--- src/rtl/memspx_arb_if.sv ---
// Two-port RAM arbiter bus bundle: port A/B command and return signals plus the RAM-side command/data.
// slave = arbiter view, master = requesters + RAM view.
interface memspx_arb_if #(
    parameter int ADDRBIT = 11,
    parameter int WIDTH   = 32
);
    logic               a_req;
    logic               a_we;
    logic [ADDRBIT-1:0] a_addr;
    logic [WIDTH-1:0]   a_di;
    logic               a_gnt;
    logic               a_rvld;

    logic               b_req;
    logic               b_we;
    logic [ADDRBIT-1:0] b_addr;
    logic [WIDTH-1:0]   b_di;
    logic               b_gnt;
    logic               b_rvld;

    logic [WIDTH-1:0]   r_do;

    logic [ADDRBIT-1:0] m_a;
    logic               m_we;
    logic [WIDTH-1:0]   m_di;
    logic [WIDTH-1:0]   m_do;

    modport slave (
        input  a_req, a_we, a_addr, a_di,
        input  b_req, b_we, b_addr, b_di,
        input  m_do,
        output a_gnt, a_rvld, b_gnt, b_rvld,
        output r_do, m_a, m_we, m_di
    );

    modport master (
        output a_req, a_we, a_addr, a_di,
        output b_req, b_we, b_addr, b_di,
        output m_do,
        input  a_gnt, a_rvld, b_gnt, b_rvld,
        input  r_do, m_a, m_we, m_di
    );
endinterface

--- src/rtl/memspx_arb.sv ---
// Two-port arbiter onto one single-port RAM; round-robin, or A-fixed priority with MEMSPX_ARB_FIXPRI_EN.
// Latency: grant and RAM command combinational; read return rvld RDLAT cycles after the grant.
// Backpressure: a requester holds its command until gnt; returns cannot be stalled.
module memspx_arb #(
    parameter int ADDRBIT = 11,
    parameter int WIDTH   = 32,
    parameter int RDLAT   = 3
) (
    input  logic         clk,
    input  logic         rst_,
    memspx_arb_if.slave  bus
);

    logic               a_gnt;
    logic               b_gnt;
    logic [ADDRBIT-1:0] cmd_a;
    logic               cmd_we;
    logic [WIDTH-1:0]   cmd_di;

`ifdef MEMSPX_ARB_FIXPRI_EN
    always_comb begin
        a_gnt = bus.a_req;
        b_gnt = bus.b_req & ~bus.a_req;
    end
`else
    // last_b_q = 1 means B was granted most recently, so A wins the next tie.
    logic last_b_q;
    logic last_b_d;

    always_comb begin
        a_gnt    = bus.a_req & (~bus.b_req | last_b_q);
        b_gnt    = bus.b_req & (~bus.a_req | ~last_b_q);
        last_b_d = last_b_q;
        if (a_gnt | b_gnt) begin
            last_b_d = b_gnt;
        end
    end

    always_ff @(posedge clk or negedge rst_) begin
        if (!rst_) begin
            last_b_q <= 1'b1;
        end else begin
            last_b_q <= last_b_d;
        end
    end
`endif

    always_comb begin
        cmd_a  = '0;
        cmd_we = 1'b0;
        cmd_di = '0;
        if (a_gnt) begin
            cmd_a  = bus.a_addr;
            cmd_we = bus.a_we;
            cmd_di = bus.a_di;
        end else if (b_gnt) begin
            cmd_a  = bus.b_addr;
            cmd_we = bus.b_we;
            cmd_di = bus.b_di;
        end
    end

    // Tag shift register tracks which port owns each read in flight in the RAM.
    logic [RDLAT-1:0] tag_vld_q;
    logic [RDLAT-1:0] tag_vld_d;
    logic [RDLAT-1:0] tag_port_q;
    logic [RDLAT-1:0] tag_port_d;

    always_comb begin
        tag_vld_d     = tag_vld_q << 1;
        tag_port_d    = tag_port_q << 1;
        tag_vld_d[0]  = (a_gnt | b_gnt) & ~cmd_we;
        tag_port_d[0] = b_gnt;
    end

    always_ff @(posedge clk or negedge rst_) begin
        if (!rst_) begin
            tag_vld_q  <= '0;
            tag_port_q <= '0;
        end else begin
            tag_vld_q  <= tag_vld_d;
            tag_port_q <= tag_port_d;
        end
    end

    assign bus.a_gnt  = a_gnt;
    assign bus.b_gnt  = b_gnt;
    assign bus.m_a    = cmd_a;
    assign bus.m_we   = cmd_we;
    assign bus.m_di   = cmd_di;
    assign bus.a_rvld = tag_vld_q[RDLAT-1] & ~tag_port_q[RDLAT-1];
    assign bus.b_rvld = tag_vld_q[RDLAT-1] &  tag_port_q[RDLAT-1];
    assign bus.r_do   = bus.m_do;

endmodule

--- src/flat_wrapper.sv ---
// flat-port wrapper written by rule: the top's interface ports become plain ports
module memspx_arb_flat 
#(
    parameter int ADDRBIT = 11,
    parameter int WIDTH   = 32,
    parameter int RDLAT   = 3
)
  (clk, rst_, bus_a_req, bus_a_we, bus_a_addr, bus_a_di, bus_b_req, bus_b_we, bus_b_addr, bus_b_di, bus_m_do, bus_a_gnt, bus_a_rvld, bus_b_gnt, bus_b_rvld, bus_r_do, bus_m_a, bus_m_we, bus_m_di);
  memspx_arb_if #(.ADDRBIT(ADDRBIT), .WIDTH(WIDTH)) bus_i ();
  input  logic clk;
  input  logic rst_;
  input wire logic [$bits(bus_i.a_req)-1:0] bus_a_req;
  input wire logic [$bits(bus_i.a_we)-1:0] bus_a_we;
  input wire logic [$bits(bus_i.a_addr)-1:0] bus_a_addr;
  input wire logic [$bits(bus_i.a_di)-1:0] bus_a_di;
  input wire logic [$bits(bus_i.b_req)-1:0] bus_b_req;
  input wire logic [$bits(bus_i.b_we)-1:0] bus_b_we;
  input wire logic [$bits(bus_i.b_addr)-1:0] bus_b_addr;
  input wire logic [$bits(bus_i.b_di)-1:0] bus_b_di;
  input wire logic [$bits(bus_i.m_do)-1:0] bus_m_do;
  output wire logic [$bits(bus_i.a_gnt)-1:0] bus_a_gnt;
  output wire logic [$bits(bus_i.a_rvld)-1:0] bus_a_rvld;
  output wire logic [$bits(bus_i.b_gnt)-1:0] bus_b_gnt;
  output wire logic [$bits(bus_i.b_rvld)-1:0] bus_b_rvld;
  output wire logic [$bits(bus_i.r_do)-1:0] bus_r_do;
  output wire logic [$bits(bus_i.m_a)-1:0] bus_m_a;
  output wire logic [$bits(bus_i.m_we)-1:0] bus_m_we;
  output wire logic [$bits(bus_i.m_di)-1:0] bus_m_di;
  assign bus_i.a_req = bus_a_req;
  assign bus_i.a_we = bus_a_we;
  assign bus_i.a_addr = bus_a_addr;
  assign bus_i.a_di = bus_a_di;
  assign bus_i.b_req = bus_b_req;
  assign bus_i.b_we = bus_b_we;
  assign bus_i.b_addr = bus_b_addr;
  assign bus_i.b_di = bus_b_di;
  assign bus_i.m_do = bus_m_do;
  assign bus_a_gnt = bus_i.a_gnt;
  assign bus_a_rvld = bus_i.a_rvld;
  assign bus_b_gnt = bus_i.b_gnt;
  assign bus_b_rvld = bus_i.b_rvld;
  assign bus_r_do = bus_i.r_do;
  assign bus_m_a = bus_i.m_a;
  assign bus_m_we = bus_i.m_we;
  assign bus_m_di = bus_i.m_di;
  memspx_arb #(.ADDRBIT(ADDRBIT), .WIDTH(WIDTH), .RDLAT(RDLAT)) u_core (.clk(clk), .rst_(rst_), .bus(bus_i));
endmodule
--- config.mk ---
export PLATFORM = sky130hd
export DESIGN_NAME = memspx_arb_flat
export DESIGN_NICKNAME = d
export VERILOG_FILES = /design/src/rtl/memspx_arb_if.sv /design/src/rtl/memspx_arb.sv /design/src/flat_wrapper.sv
export SDC_FILE = /design/constraint.sdc
export NUM_CORES = 1
export LEC_CHECK = 0
export ABC_AREA = 1
export ABC_CLOCK_PERIOD_IN_PS = 1800
export CORE_MARGIN = 10
export CORE_UTILIZATION = 20
export CTS_CLUSTER_DIAMETER = 40
export DETAILED_ROUTE_END_ITERATION = 16
export PLACE_DENSITY = 0.79
export SYNTH_ARGS = -nofsm -noshare
export SYNTH_HDL_FRONTEND = slang
export SYNTH_SLANG_ARGS = --single-unit
export TNS_END_PERCENT = 5
--- constraint.sdc ---
create_clock -name clk -period 1.8 [get_ports clk]
set_input_delay 0.36 -clock clk [delete_from_list [all_inputs] [get_ports clk]]
set_output_delay 0.36 -clock clk [all_outputs]
set_load 0.02 [all_outputs]
==> Implementation_results.wiki <==
{| class="wikitable"
! Metric !! Value
|-
| Largest driver fanout on the critical path || 7
|-
| Fraction of post-synthesis cell area in the top cell type by area || 0.475
|-
| Fin worst setup slack || -0.0716 ns
|-
| Area occupied by multi-input gates || 752 um2
|-
| Pin count of the biggest net entering global routing || 30
|-
| Remaining design rule violation count || 0
|-
| Initial antenna violation count || 0
|-
| Total congestion overflow || 0
|-
| Count of endpoints failing hold in the final timing report || 0
|-
| I/O pin cnt || 204
|-
| Unrepaired setup endpoints after global routing || yes
|-
| Port Buf Inserts || between 100 and 150
|-
| Wire per inst || ~16 um
|-
| Net switching fraction of the power || 0.378
|-
| Compound-gate portion of the synthesized area || 0.0202
|-
| Combinational family with the most area after synthesis || simple AND/OR/NAND/NOR gates
|-
| R2r worst-path depth || 4
|-
| Number of iterations in the first detailed-routing pass || 4
|-
| Count of hold buffers inserted by post-cts repair || 0
|-
| Fin crit period || 1.87 ns
|-
| Worst hold path type || flip-flop to flip-flop
|-
| Top cells by area, synth || nand2_1, buf_4, dfrtp_1
|-
| CTS tree || built
|-
| Clk pin slew, worst setup/hold paths || 0.04 ns
|-
| Parity-gate share of the synthesized area counting xor and xnor cells || 0
|-
| Avg Vias per Cell || 4.18
|-
| Root buffer selected by CTS || clkbuf_8
|-
| Area of the mapped netlist || 1050 um2
|-
| Number of vias in the routed layout || approximately 1600
|-
| Die height || 92.5 um
|-
| Actual slew at the worst max-slew pin || approximately 0.3 ns
|-
| Power density normalized to cell area || 514 nW/um2
|-
| Worst Hold Margin || 0.346 ns
|-
| Via count of the first global-routing pass || ~1700
|-
| Post-synthesis instance total || just under 200
|-
| Design internal power || 888 uW
|-
| Num CTS Buffers || 3
|-
| Tcrit/Tclk final || 1.04
|-
| Met3 GRT Util || 0.0864
|-
| Power share of the combinational group || 0.721
|-
| Final setup viols || 28
|-
| Starting utilization of the core area || 0.206
|-
| Proportion of power drawn by the clock network || 0.148
|-
| Max-capacitance violation count || 0
|-
| Number of nets with antenna violations after routing || 0
|-
| Yosys warning total || 0
|-
| Slew Viols, Final || 0
|-
| Most frequently used cell type in the post-synthesis netlist || nand2_1
|-
| Count of flip-flops with a built-in enable after synthesis || 0
|-
| Final setup skew || 0.00130 ns
|-
| Peak supply drop || roughly 0.00031 V
|-
| Outcome || finished with violations
|-
| Busiest layer in global routing || met2
|-
| Detailed placer's ending HPWL || between 4000 and 5000 um
|-
| Deepest clock path buffer count || 2
|-
| Post-synthesis average cell area || 5.45 um2
|-
| Drt first-iter violations || 28
|-
| Filler cell count in the final layout || approximately 470
|-
| Violated checks || setup timing
|-
| Floorplan die area || about 8600 um2
|-
| Horizontal extent of the die || 92.5 um
|-
| Synth cell count leaders || nand2_1, buf_4, dfrtp_1
|-
| Crit path DAT || 1.51 ns
|-
| Antenna diodes || 0
|-
| Number of unique standard cell types used by synthesis || 12
|-
| Depth of the worst hold-timing path || 0
|-
| Met1 GRT Util || 0.116
|-
| Net switching power of the design || 539 uW
|-
| Share of synthesized cell area in full adder, half adder and majority cells || 0
|-
| Area share of and/or/nand/nor cells after synthesis || 0.507
|-
| # clock sinks || 7
|-
| Endpoint required time on the critical path || 1.44 ns
|-
| Cell accounting for the most synthesized area || nand2_1
|-
| Number of rows created at floorplan || 26
|-
| Global-route wire length before repair || between 9000 and 10000 um
|-
| Latest clock arrival within the worst-skew pair || 0.22 ns
|-
| Tot Pwr || between 1000 and 1500 uW
|-
| Final weighted congestion in routability-driven placement || 0.755
|-
| Syn_nets || 317
|-
| Pleak || 0.00137 uW
|-
| Register bit total from synthesis || 7
|-
| Fraction of final layout cells sized beyond drive strength 1 || 0.413
|-
| Register area share after synthesis || 0.168
|-
| Multiplexer area fraction after synthesis || 0
|-
| Fmax || 534 MHz
|-
| CTS H-Tree Depth || 1
|-
| Count of nets after finishing || 440
|-
| Area occupied by registers || around 180 um2
|-
| Setup slack at placement || -0.671 ns
|-
| Fraction of synthesis flops using an asynchronous set or reset pin || 1.00
|-
| Share of total power in sequential cells || 0.131
|-
| WS Path Type || flip-flop to output port
|-
| Tot GR Track Use || 0.130
|-
| Relative max-transition margin || 0.803
|-
| Global routing met2 resource utilization || 0.236
|-
| Routed WL || 6250 um
|-
| Total core area || 5110 um2
|-
| Top flip-flop cell by instance count after synthesis || dfrtp_1
|-
| Kind of start point of the critical path || flip-flop
|-
| Syn-to-layout area delta || 164%
|-
| Setup crit end kind || output port
|}
-- state kept, by name (all words and copies together) (netlist names) --
| name | flops |
|---|---|
| u_core.tag_vld_q | 3 |
| u_core.last_b_q | 1 |
| u_core.tag_port_q | 3 |
-- worst max-delay path: stages, from the launching register on --
cell and delay (ns):
dfstp_2 0.57, a21oi_4 0.07, buf_6 0.13, buf_6 0.13, buf_16 0.14, nand2_2 0.06
nand2_2 0.06, buf_6 0.13
-- power groups by stage --
stage                     registers, uW  clock network, uW  logic (uW)
after floorplan                     186                  0         443
after global placement              188                  0         828
after detailed placement            189                  0         838
after CTS                           188                220         966
after global routing                190                236        1100
final                               187                211        1030
-- per-stage QoR --
step | std cells | utilization | area [um2] | TNS, ns
after floorplan | 193 | - | 1050 | 0
final | 385 | 0.544 | 2780 | -1.29
after CTS | 384 | 0.513 | 2620 | -2.16
after global placement | 370 | 0.455 | 2320 | -26.82
after detailed placement | 370 | 0.455 | 2320 | -28.75
after global routing | 385 | 0.544 | 2780 | -3.68
-- cells in the final DEF, fill, tap and decap left out, drive strengths merged --
cell type      netlist  final
buf                 40     63
nand3                2      2
clkbuf               0      6
nor2                 3      3
o21ai                1      1
dlygate4sd2          0      2
inv                  4      4
dfrtp                6      6
dfstp                1      1
a21oi                1      1
nand2              135    135
clkdlybuf4s50        0     91
-- per-layer routing --
layer,vias up,part of all wire
met5,-,0
met4,0,0.018
met3,16,0.15
met2,104,0.52
met1,701,0.32
li1,788,-
-- layout make-up --
class,instances,area share
inverter,4,0.00541
tap,70,0.0315
sequential,7,0.0635
multi-input combinational,142,0.271
timing repair buffer,158,0.612
clock buffer,4,0.0162
-- cells by family (layout without fill, tap and decap cells) --
logic type,Yosys count,in the layout
compound gates,2,2
flops,7,7
buf+inv,44,166
simple gates,140,140
-- path summary, 6_finish.rpt --
path                                            from              endpoint  slack (ns)
worst max-delay path                 u_core.last_b_q          bus_m_di[20]       -0.07
worst min-delay path            u_core.tag_port_q[0]  u_core.tag_port_q[1]        0.35
worst max register to register       u_core.last_b_q  u_core.tag_port_q[0]        0.66
worst min register to register  u_core.tag_port_q[0]  u_core.tag_port_q[1]        0.35
max in group asynchronous                       rst_       u_core.last_b_q        1.13
min in group asynchronous                       rst_   u_core.tag_vld_q[0]        0.39
-- repair_timing --
item / in CTS / in global routing
endpoints found under the hold margin: 0 / 0
buffers inserted: 6 / 0
resized for setup: 289 / 55
gates cloned: 4 / 2
endpoints found under the setup margin: 46 / 45
pin swaps: 11 / 29
No activity file was read; power rests on OpenSTA's default activity.
